<file path="src/rtl/rv32i_mc_controller.sv">
// Multi-cycle RV32I control unit: Moore FSM sequencing the shared ALU datapath,
// with memory-ready stalls in fetch/load/store and flag-resolved branches.
//
// state    | meaning
// FETCH    | read instruction at PC, PC <- PC+4 when memory is ready
// DECODE   | ALUOut <- OldPC+Imm, dispatch on opcode
// MEMADR   | ALUOut <- rs1+Imm (load/store address)
// MEMREAD  | wait for load data
// MEMWB    | rd <- read data
// MEMWRITE | hold store until memory is ready
// EXECR    | ALU on rs1, rs2
// EXECI    | ALU on rs1, Imm
// ALUWB    | rd <- ALUOut
// BRANCH   | compare rs1-rs2, PC <- target when taken
// JAL      | PC <- target, ALUOut <- OldPC+4
// JALR1    | ALUOut <- rs1+Imm
// JALR2    | PC <- ALUOut, ALUOut <- OldPC+4
// LUI      | ALUOut <- Imm
// AUIPC    | ALUOut <- OldPC+Imm
module rv32i_mc_controller (
    input  logic        clk,
    input  logic        reset,
    input  logic [31:0] instr,
    input  logic [3:0]  nzcv,
    input  logic        mem_ready,
    output logic [4:0]  ALUControl,
    output logic [1:0]  ALUSrcA,
    output logic [1:0]  ALUSrcB,
    output logic [1:0]  ResultSrc,
    output logic [2:0]  ImmSrc,
    output logic        AdrSrc,
    output logic        IRWrite,
    output logic        PCWrite,
    output logic        RegWrite,
    output logic        MemWrite,
    output logic        retire,
    output logic        illegal
);
    typedef enum logic [3:0] {
        FETCH, DECODE, MEMADR, MEMREAD, MEMWB, MEMWRITE, EXECR, EXECI,
        ALUWB, BRANCH, JAL, JALR1, JALR2, LUI, AUIPC
    } state_t;

    localparam logic [6:0] OP_LOAD  = 7'b0000011;
    localparam logic [6:0] OP_STORE = 7'b0100011;
    localparam logic [6:0] OP_R     = 7'b0110011;
    localparam logic [6:0] OP_I     = 7'b0010011;
    localparam logic [6:0] OP_BR    = 7'b1100011;
    localparam logic [6:0] OP_JAL   = 7'b1101111;
    localparam logic [6:0] OP_JALR  = 7'b1100111;
    localparam logic [6:0] OP_LUI   = 7'b0110111;
    localparam logic [6:0] OP_AUIPC = 7'b0010111;

    localparam logic [4:0] ALU_ADD = 5'b00000;
    localparam logic [4:0] ALU_SUB = 5'b10000;

    state_t state, state_next;

    logic [6:0] opcode;
    logic [2:0] funct3;
    logic       f7b5;
    logic       legal_op;
    logic       take;
    logic [2:0] imm_dec;
    logic       unused_bits;

    assign opcode      = instr[6:0];
    assign funct3      = instr[14:12];
    assign f7b5        = instr[30];
    assign unused_bits = ^{instr[31], instr[29:15], instr[11:7]};

    function automatic logic [4:0] alu_dec(input logic [2:0] f3, input logic alt, input logic is_r);
        logic [4:0] code;
        case (f3)
            3'b000:  code = (is_r && alt) ? ALU_SUB : ALU_ADD;
            3'b001:  code = 5'b00110;
            3'b010:  code = 5'b00101;
            3'b011:  code = 5'b01001;
            3'b100:  code = 5'b00100;
            3'b101:  code = alt ? 5'b01000 : 5'b00111;
            3'b110:  code = 5'b00011;
            default: code = 5'b00010;
        endcase
        return code;
    endfunction

    always_comb begin
        legal_op = 1'b1;
        imm_dec  = 3'b000;
        case (opcode)
            OP_LOAD, OP_R, OP_I, OP_JALR: imm_dec = 3'b000;
            OP_STORE:                     imm_dec = 3'b001;
            OP_BR:                        imm_dec = 3'b010;
            OP_JAL:                       imm_dec = 3'b011;
            OP_LUI, OP_AUIPC:             imm_dec = 3'b100;
            default:                      legal_op = 1'b0;
        endcase
    end

    // nzcv = {N,Z,C,V} from rs1-rs2; C set means no borrow
    always_comb begin
        case (funct3)
            3'b000:  take = nzcv[2];
            3'b001:  take = ~nzcv[2];
            3'b100:  take = nzcv[3] ^ nzcv[0];
            3'b101:  take = ~(nzcv[3] ^ nzcv[0]);
            3'b110:  take = ~nzcv[1];
            3'b111:  take = nzcv[1];
            default: take = 1'b0;
        endcase
    end

    always_ff @(posedge clk or posedge reset) begin
        if (reset) state <= FETCH;
        else       state <= state_next;
    end

    always_comb begin
        state_next = FETCH;
        case (state)
            FETCH:    state_next = mem_ready ? DECODE : FETCH;
            DECODE: begin
                case (opcode)
                    OP_LOAD, OP_STORE: state_next = MEMADR;
                    OP_R:              state_next = EXECR;
                    OP_I:              state_next = EXECI;
                    OP_BR:             state_next = BRANCH;
                    OP_JAL:            state_next = JAL;
                    OP_JALR:           state_next = JALR1;
                    OP_LUI:            state_next = LUI;
                    OP_AUIPC:          state_next = AUIPC;
                    default:           state_next = FETCH;
                endcase
            end
            MEMADR:   state_next = opcode[5] ? MEMWRITE : MEMREAD;
            MEMREAD:  state_next = mem_ready ? MEMWB : MEMREAD;
            MEMWB:    state_next = FETCH;
            MEMWRITE: state_next = mem_ready ? FETCH : MEMWRITE;
            EXECR, EXECI, JAL, JALR2, LUI, AUIPC: state_next = ALUWB;
            JALR1:    state_next = JALR2;
            default:  state_next = FETCH;
        endcase
    end

    always_comb begin
        ALUControl = ALU_ADD;
        ALUSrcA    = 2'b00;
        ALUSrcB    = 2'b10;
        ResultSrc  = 2'b10;
        ImmSrc     = imm_dec;
        AdrSrc     = 1'b0;
        IRWrite    = 1'b0;
        PCWrite    = 1'b0;
        RegWrite   = 1'b0;
        MemWrite   = 1'b0;
        retire     = 1'b0;
        illegal    = 1'b0;
        case (state)
            FETCH: begin
                IRWrite = mem_ready;
                PCWrite = mem_ready;
            end
            DECODE: begin
                ALUSrcA = 2'b01;
                ALUSrcB = 2'b01;
                illegal = ~legal_op;
            end
            MEMADR: begin
                ALUSrcA = 2'b10;
                ALUSrcB = 2'b01;
            end
            MEMREAD: begin
                AdrSrc    = 1'b1;
                ResultSrc = 2'b00;
            end
            MEMWB: begin
                ResultSrc = 2'b01;
                RegWrite  = 1'b1;
                retire    = 1'b1;
            end
            MEMWRITE: begin
                AdrSrc   = 1'b1;
                MemWrite = 1'b1;
                retire   = mem_ready;
            end
            EXECR: begin
                ALUSrcA    = 2'b10;
                ALUSrcB    = 2'b00;
                ALUControl = alu_dec(funct3, f7b5, 1'b1);
            end
            EXECI: begin
                ALUSrcA    = 2'b10;
                ALUSrcB    = 2'b01;
                ALUControl = alu_dec(funct3, f7b5, 1'b0);
            end
            ALUWB: begin
                ResultSrc = 2'b00;
                RegWrite  = 1'b1;
                retire    = 1'b1;
            end
            BRANCH: begin
                ALUSrcA    = 2'b10;
                ALUSrcB    = 2'b00;
                ALUControl = ALU_SUB;
                ResultSrc  = 2'b00;
                PCWrite    = take;
                retire     = 1'b1;
                illegal    = (funct3[2:1] == 2'b01);
            end
            JAL, JALR2: begin
                ALUSrcA   = 2'b01;
                ALUSrcB   = 2'b10;
                ResultSrc = 2'b00;
                PCWrite   = 1'b1;
            end
            JALR1: begin
                ALUSrcA = 2'b10;
                ALUSrcB = 2'b01;
            end
            LUI: begin
                ALUSrcA = 2'b11;
                ALUSrcB = 2'b01;
            end
            AUIPC: begin
                ALUSrcA = 2'b01;
                ALUSrcB = 2'b01;
            end
            default: ;
        endcase
        // reset forces FETCH, but fetch's enables must not follow mem_ready then
        if (reset) begin
            IRWrite  = 1'b0;
            PCWrite  = 1'b0;
            RegWrite = 1'b0;
            MemWrite = 1'b0;
            retire   = 1'b0;
            illegal  = 1'b0;
        end
    end
endmodule

</file>
<file path="config.mk">
export PLATFORM = sky130hd
export DESIGN_NAME = rv32i_mc_controller
export DESIGN_NICKNAME = d
export VERILOG_FILES = /design/src/rtl/rv32i_mc_controller.sv
export SDC_FILE = /design/constraint.sdc
export NUM_CORES = 1
export LEC_CHECK = 0
export BUFFER_PORTS_ARGS = -buffer_cell sky130_fd_sc_hd__buf_2
export CORE_MARGIN = 2
export CORE_UTILIZATION = 40
export CTS_CLUSTER_SIZE = 25
export DETAILED_ROUTE_END_ITERATION = 16
export PLACE_DENSITY = 0.81
export SLEW_MARGIN = 10
export SYNTH_ARGS = -nofsm -noshare
export SYNTH_HDL_FRONTEND = slang
export SYNTH_SLANG_ARGS = --single-unit
export TNS_END_PERCENT = 5
</file>
<file path="constraint.sdc">
create_clock -name clk -period 2.6 [get_ports clk]
set_input_delay 0.13 -clock clk [delete_from_list [all_inputs] [get_ports clk]]
set_output_delay 0.13 -clock clk [all_outputs]
set_load 0.01 [all_outputs]
</file>
# Word-level counts from Yosys, hierarchy flattened

Cells that the tools add are included.

Bits in latches: 0
Memories: 0
Output and inout port bits: 21
Bits in read-only memories: 0
Register bits after elaboration: 4
RAM bits: 0

Reductions and logical operators: 15
Multiplexer cells: 30
Multipliers: 0
Equal/unequal tests: 31
Add/sub/neg operators: 0
Bitwise gates (word level): 5
Shifts and indexed selects: 0
$lt $le $gt $ge: 0
Divide/modulo/power cells: 0

Operator list:

| operator                                       | number |
|---|---|
| one-hot mux 4 bit (7 select lines)             | 2 |
| one-hot mux 5 bit (7 select lines)             | 1 |
| one-hot mux 4 bit (8 select lines)             | 1 |
| == test 4 bit (second input constant)          | 7 |
| == test 7 x 6 -> 1 bit (second input constant) | 3 |
| == test 7 bit (second input constant)          | 3 |
| == test 4 x 3 -> 1 bit (second input constant) | 4 |
| one-hot mux 5 bit (3 select lines)             | 1 |
| == test 7 x 5 -> 1 bit (second input constant) | 2 |
| == test 3 bit (second input constant)          | 4 |
| 2-to-1 mux 1 bit                               | 12 |
| one-hot mux 3 bit (4 select lines)             | 1 |
| OR reduction 2 bit                             | 6 |
| OR reduction 6 bit                             | 2 |
| OR reduction 5 bit                             | 2 |
| 2-to-1 mux 3 bit                               | 3 |
| OR reduction 9 bit                             | 1 |
| == test 4 x 2 -> 1 bit (second input constant) | 2 |
| one-hot mux 2 bit (2 select lines)             | 2 |
| == test 7 x 2 -> 1 bit (second input constant) | 1 |
| == test 3 x 2 -> 1 bit (second input constant) | 2 |
| one-hot mux 1 bit (6 select lines)             | 1 |
| one-hot mux 2 bit (3 select lines)             | 1 |
| 2-to-1 mux 5 bit                               | 1 |
| 12 further kinds                               | 16 |

# Longest topological paths before layout

Gate-level depths: netlist of run 1.

Word-level depth: 6
Depth in mapped cells: 5
Gate-level depth less buffers: 4

# Least setup slack after synthesis of run 1

Ideal clock, no wire load.

Path kind: register -> output
Start: register state[2]
End: output port ALUControl[2]
Arrival time: 1,223 ps
Cell stages (with the launch flop): 4
Data required time: 2,470 ps
Path slack: 1,247 ps
Path buffers: 0
Cells stage by stage: dfrtp_1 -> nor2b_1 -> nand2_1 -> nor4bb_1

Word-level cells in the longest chain between the ends: 2
Elaborated cells between the ends (all ways): 4
Classes of those cells: 3 x eq/ne; 1 x mux

RTL lines:

| element                                                        | RTL line | text |
|---|---|---|
| start, declared                                                | 57       | `state_t state, state_next;` |
| start signal, assigned                                         | 115      | `else state <= state_next;` |
| == test 4 bit / == test 4 x 3 -> 1 bit (equally long branches) | 158      | `case (state)` |
| one-hot mux 5 bit (3 select lines) *                           | 158      |  |
| end, declared                                                  | 26       | `output logic [4:0] ALUControl,` |

Mark *: on every way between the ends. The rest lies on a longest branch, timed or not.

# Worst setup path after layout of run 1

Start: register state[3]
End: output port PCWrite

Word-level cells in the longest chain between the ends: 4
Elaborated cells between the ends (all ways): 7
Classes of those cells: 3 x eq/ne; 2 x mux; 2 x reduce/logical

RTL lines:

| element                              | RTL line | text |
|---|---|---|
| == test 4 bit                        | 158      |  |
| OR reduction 2 bit                   | -        |  |
| one-hot mux 1 bit (3 select lines) * | 158      |  |
| 2-to-1 mux 1 bit *                   | 231      | `if (reset) begin` |
| end, declared                        | 33       | `output logic PCWrite,` |

Marks and branches as above.

==> impl_results.md, run 1 <==
* Fmax at 511.0 MHz
* Final Skew at 0.001167 ns
* DRC Markers at 0
* Max reg flops at 4
* RSZ-0062 raised after global routing: no
* Slowest-stage cell, CP: dfrtp_1
* Worst path depth at 5
* Worst Path Buf+Inv at 2
* Combinational share of power at 51.9%
* Slew @ Worst Pin at 0.5033 ns
* Crit path DAT at 1.83 ns
* Core area at 1982 um2
* Hold wc startpoint: instr[2]
* Syn Area/Cell at 6.369 um2
* Async SR Flop Fraction at 100.0%
* Boundary pin count at 60
* Cell taking the most area after synthesis: dfrtp_1
* Final setup margin at 0.6429 ns
* Post-CTS Setup Inserts at 0
* CP Launch Type: register
* Sink Count at 4
* GRT Residual Overflow at 0
* Detailed Place HPWL at 1823 um
* Worst path top cell family by delay: flip-flops
* Largest net degree at the start of global routing at 19
* Sw frac at 41.99%
* Setup CP Type: register to output pin
* Worst Reg-to-Reg Cells at 4
* Hold Crit Depth at 3
* Vias in the first global route at 982
* End-of-flow core utilization at 52.78%
* # port buffers at 38
* Max stage delay on crit path at 0.63 ns
* Reg2Reg Setup Slack at 1.02 ns
* Worst hold path type: input port to register
* Register bank with the most flops: state
* Worst flop-to-flop path startpoint: state[1]$_DFF_PP0_
* Synth Cell Area at 847.1 um2
* Synth Warn # at 0
* Flop pwr share at 26.3%
* Clock share of power at 21.8%
* Synth unique cells at 45
* Power Total at 0.3286 mW
* Drt pass-1 iters at 4
* Number of synthesized register bits at 4
* Crit-path cells: inv_1 -> o21ai_0 -> a21bo_2 -> o32ai_1 -> buf_2
* Clock slew at the register clock pins of the worst setup and hold paths at 0.03 ns
* Post-CTS Resized at 0
* Min cycle time layout at 1.957 ns
* CTS root buffer: clkbuf_4
* Endpoint class of the critical path: output pin
* First-pass GRT wire length at 4105 um
* Cts hold-fix bufs at 1
* Die height at 50.02 um
* Fin nets at 206
* Clock buffer count from CTS at 3
* Max-slew headroom at 66.45%
* Setup_tns at 0 ns
* Clock Path Buffers at 2
* Mapped Nets at 172
* Layout Cells excl Fill at 192
* VDD IR-drop max at 225.5 uV
* Htree depth at 1
* Layout cells sized above 1 at 26.06%
* Final setup fails at 0
* Via count at 1,074
* Total track usage at 20.21%
* Leading cell types by count after synthesis: nand2_1, o21ai_0, nor2_1, nor3_1, nor2b_1
* Status: finished, final reports clean
* Final hold slack at 0.3255 ns
* Area delta synth->final at 23.49%
* Critical path fanouts, max at 16
* Die Span X at 50.02 um
* Routed Antenna Nets at 0
* WL/cell at 12.01 um
* Post-synth EDFFs at 0
* Largest cells by area after synthesis: dfrtp_1, o21ai_0, nand2_1
* Synth top area share at 11.82%
* P per Cell Area at 314.1 nW/um2
* Biggest regs: state x4
* Pint at 0.1906 mW
* Final instance area at 1046 um2
* Die ar. at 2502 um2
* Row count at 16
* Main synth FF type: dfrtp_1
* Critical path origin: state[3]$_DFF_PP0_
* NetSw at 0.1380 mW
* CTS tree: done
* Initial DRC count at 25
* Pins Over Slew Limit at 0
* Seq/Total Area, Yosys at 11.82%
* Mapped Cells at 133
* Drt via density at 5.594
* Inserted Diodes at 0
* Cell Count Post-Placement at 188
* Initial antenna violation count at 0
* LEAKAGE at 0.4809 nW
* Starting Density at 42.74%
* RePlAce Congestion at 0.8509
* Max Cap Viol at 0
* End of the worst register-to-register path: state[2]$_DFF_PP0_
* Post-DP Area at 1013 um2
* Final worst-path cycle share at 75.27%
* Final wirelength at 2305 um
* Worst EP required at 2.47 ns
* Clock Latency Late Sink at 0.23 ns
* WHS Endpoint: state[0]$_DFF_PP0_
* Final hold vios at 0
* Post-Place Setup Slack at 0.8968 ns
## final cells by class
class / count / area, um2
multi-input cells: 114 / 670.6
clock buffers: 3 / 22.52
flip-flops and latches: 4 / 100.1
fillers: 198 / 935.9
inverters: 5 / 18.77
well taps: 27 / 33.78
repair buffers: 39 / 200.2
## worst register-to-register path, delay by kind of cell (launching register included)
family	cells	cell delay, ns
AO/OA/AOI/OAI	2	0.29
flip-flops	1	0.55
AND/OR/NAND/NOR	2	0.65
## cell usage in the layout (no fill, tap or decap), types with 2 or more instances in the layout
cell type / instances
buf_2: 38
o21ai_0: 15
nand2_1: 15
nor2_1: 11
nor3_1: 9
nor2b_1: 8
nand3_1: 7
a21oi_1: 7
inv_1: 5
nand2b_1: 5
xnor2_1: 4
dfrtp_1: 4
clkbuf_4: 3
a211oi_1: 2
and3b_1: 2
or3_1: 2
## cell families after synthesis
logic type / after synthesis / synth area share [%]
AND/OR/NAND/NOR: 67 / 41.36
AO/OA/AOI/OAI: 41 / 31.46
buffers and inverters: 15 / 9.010
XOR/XNOR: 5 / 5.170
flip-flops: 4 / 11.82
multiplexers: 1 / 1.182
## power groups by stage
| stage | clock network [mW] | registers [mW] | logic, mW |
|---|---|---|---|
| after global routing | 0.0743 | 0.0882 | 0.194 |
| after detailed placement | 0 | 0.0867 | 0.168 |
| after CTS | 0.0735 | 0.0859 | 0.170 |
| final | 0.0717 | 0.0865 | 0.170 |
| after global placement | 0 | 0.0861 | 0.163 |
| after floorplan | 0 | 0.0722 | 0.128 |
## metal layers
layer	up-vias	routed length, um	share of wire, %	GRT usage (%)
met1	489	1011	44	25.55
met2	33	1190	52	33.77
met4	0	7	0.30	9.259
met5	-	0	0	0
li1	550	-	-	-
met3	2	96	4.2	2.424
## how the worst max path moves through the flow
stage	to
2_1_floorplan	ALUControl[2]
3_3_place_gp	PCWrite
3_5_place_dp	PCWrite
4_1_cts	PCWrite
5_1_grt	PCWrite
6_report	PCWrite
Power figures use the tool's default switching activity.
==> inputs of run 2 (changes only) <==
--- a/config.mk
+++ b/config.mk
@@ -5,6 +5,7 @@
 export SDC_FILE = /design/constraint.sdc
 export NUM_CORES = 1
 export LEC_CHECK = 0
+export ABC_AREA = 1
 export BUFFER_PORTS_ARGS = -buffer_cell sky130_fd_sc_hd__buf_2
 export CORE_MARGIN = 2
 export CORE_UTILIZATION = 40
==> constraint.sdc (replaced) <==
create_clock -name clk -period 1.95 [get_ports clk]
set_input_delay 0.0975 -clock clk [delete_from_list [all_inputs] [get_ports clk]]
set_output_delay 0.0975 -clock clk [all_outputs]
set_load 0.01 [all_outputs]
==> run 2 against run 1 <==
Via count increased by 0.56%; combinational power grew 64%; critical path depth is 1 higher; clock power grew 41%; critical path type unchanged; largest cell class unchanged.
==> impl_results.md, run 2 <==
* Setup_tns at 0 ns
* Critical path fanouts, max at 4
* Routed Antenna Nets at 0
* Sw frac at 45.59%
* Syn Area/Cell at 5.036 um2
* CTS tree: done
* First-pass GRT wire length at 3443 um
* Crit-path cells: nor2_1 -> inv_1 -> o21ai_0 -> nor2_1 -> a21oi_2 -> buf_2
* Endpoint class of the critical path: output pin
* Cell taking the most area after synthesis: nand2_1
* Final worst-path cycle share at 86.54%
* Core area at 1942 um2
* Top-count cell post-synth: nand2_1
* Synth Warn # at 0
* Status: finished, final reports clean
* Worst hold path type: input port to register
* WHS Endpoint: state[2]$_DFF_PP0_
* Number of synthesized register bits at 4
* Most frequent cells in the layout: nand2_1, buf_2, nor2_1
* Min cycle time layout at 1.688 ns
* Fmax at 592.6 MHz
* Drt via density at 4.675
* Final setup margin at 0.2625 ns
* Row count at 16
* Final hold vios at 0
* Initial antenna violation count at 0
* Inserted Diodes at 0
* Most common cell after layout, fill and taps aside: nand2_1
* Post-synth EDFFs at 0
* Hold Crit Depth at 3
* Layout cells sized above 1 at 28.92%
* Clock slew at the register clock pins of the worst setup and hold paths at 0.04 ns
* Crit path DAT at 1.59 ns
* Initial DRC count at 32
* Slowest-stage cell, CP: dfrtp_1
* Fin nets at 245
* Flop pwr share at 21.6%
* Max stage delay on crit path at 0.41 ns
* P per Cell Area at 451.5 nW/um2
* Detailed Place HPWL at 1817 um
* Area delta synth->final at 31.44%
* Seq/Total Area, Yosys at 12.27%
* Combinational share of power at 57.5%
* Final instance area at 1072 um2
* Max reg flops at 4
* Worst path depth at 6
* Mapped Nets at 201
* DRC Markers at 0
* Pins Over Slew Limit at 0
* Htree depth at 1
* Starting Density at 42.01%
* Register bank with the most flops: state
* NetSw at 0.2207 mW
* Hold wc startpoint: instr[5]
* Synth top area share at 20.71%
* CTS root buffer: clkbuf_4
* VDD IR-drop max at 215.9 uV
* GRT Residual Overflow at 0
* Async SR Flop Fraction at 100.0%
* Clock Path Buffers at 2
* Die Span X at 49.16 um
* # port buffers at 38
* Final setup fails at 0
* Vias in the first global route at 909
* Synth Cell Area at 815.8 um2
* Worst flop-to-flop path startpoint: state[1]$_DFF_PP0_
* WL/cell at 9.035 um
* Pint at 0.2634 mW
* CP Launch Type: register
* Main synth FF type: dfrtp_1
* Via count at 1,080
* Max-slew headroom at 78.92%
* Die ar. at 2417 um2
* Slew @ Worst Pin at 0.3151 ns
* Synth unique cells at 21
* Reg2Reg Setup Slack at 0.76 ns
* Biggest regs: state x4
* Worst EP required at 1.85 ns
* RSZ-0062 raised after global routing: no
* Post-CTS Resized at 0
* Clock buffer count from CTS at 3
* Final Skew at 0.007956 ns
* Final wirelength at 2087 um
* LEAKAGE at 0.6894 nW
* Largest cells by area after synthesis: nand2_1, nor2_1, dfrtp_1
* Die height at 49.16 um
* Boundary pin count at 60
* Worst Path Buf+Inv at 2
* Crit path top cell by count: nor2_1
* Filler Cell Count at 243
* Largest net degree at the start of global routing at 8
* Max Cap Viol at 0
* Post-CTS Setup Inserts at 0
* Total track usage at 17.94%
* RePlAce Congestion at 0.8583
* Setup CP Type: register to output pin
* Mapped Cells at 162
* End of the worst register-to-register path: state[2]$_DFF_PP0_
* Drt pass-1 iters at 4
* Post-Place Setup Slack at 0.5493 ns
* Clock share of power at 20.9%
* Leading cell types by count after synthesis: nand2_1, nor2_1, inv_1, nand3_1, o21ai_0
* Clock Latency Late Sink at 0.23 ns
* Worst Reg-to-Reg Cells at 6
* Post-DP Area at 1040 um2
* Sink Count at 4
* Worst path top cell family by delay: flip-flops
run 2: power groups by stage:
| stage | clock network [mW] | logic (mW) | registers [mW] |
|---|---|---|---|
| after floorplan | 0 | 0.181 | 0.103 |
| after global placement | 0 | 0.274 | 0.105 |
| after detailed placement | 0 | 0.276 | 0.106 |
| after CTS | 0.102 | 0.279 | 0.105 |
| after global routing | 0.105 | 0.312 | 0.107 |
| final | 0.101 | 0.278 | 0.105 |
run 2: final cells by class:
cell class	instances	area, um2	share of cell area, %
repair buffers	39	200.2	18.67
flip-flops and latches	4	100.1	9.335
inverters	33	123.9	11.55
clock buffers	3	22.52	2.100
well taps	27	33.78	3.151
multi-input cells	125	591.8	55.19
run 2: kinds of logic (layout without fill, tap and decap cells):
group	Yosys count	in the layout	synth area share (%)
AND/OR/NAND/NOR	106	106	59.51
buffers and inverters	33	75	15.18
AO/OA/AOI/OAI	19	19	13.04
flip-flops	4	4	12.27
run 2: metal layers:
layer	track usage (%)	vias up	part of all wire, %
met5	0	-	0
met4	7.143	0	0
met3	2.454	0	4.5
met2	31.98	31	49
met1	21.40	453	47
li1	-	596	-
run 2: repair_timing:
item | 4_1_cts | 5_1_grt
hold buffers | 1 | 0
hold endpoints to repair | 4 | 0
setup endpoints to repair | 0 | 0
run 2: worst max path at each step:
stage                                   from  endpoint  slack, ns
after floorplan           state[3]$_DFF_PP0_    retire       0.75
after global placement    state[1]$_DFF_PP0_   PCWrite       0.54
after detailed placement  state[1]$_DFF_PP0_   PCWrite       0.55
after CTS                 state[1]$_DFF_PP0_   PCWrite       0.30
after global routing      state[0]$_DFF_PP0_   PCWrite       0.20
final                     state[1]$_DFF_PP0_   PCWrite       0.26
run 2: per-stage QoR:
stage	std cells	hold slack (ns)	power (mW)	utilization, %
floorplan	162	-0.1279	0.2849	-
global placement	227	0.05111	0.3794	53.54
detailed placement	227	0.05249	0.3820	53.54
CTS	231	0.1134	0.4857	55.22
global route	231	0.1273	0.5241	55.22
finish	231	0.1144	0.4842	55.22
run 2: worst reg2reg max path: stages (launching register included):
cell,delay (ns)
dfrtp_1,0.41
nand2_1,0.14
inv_1,0.07
nand2_1,0.10
inv_1,0.06
a211oi_1,0.20
nand3_1,0.09
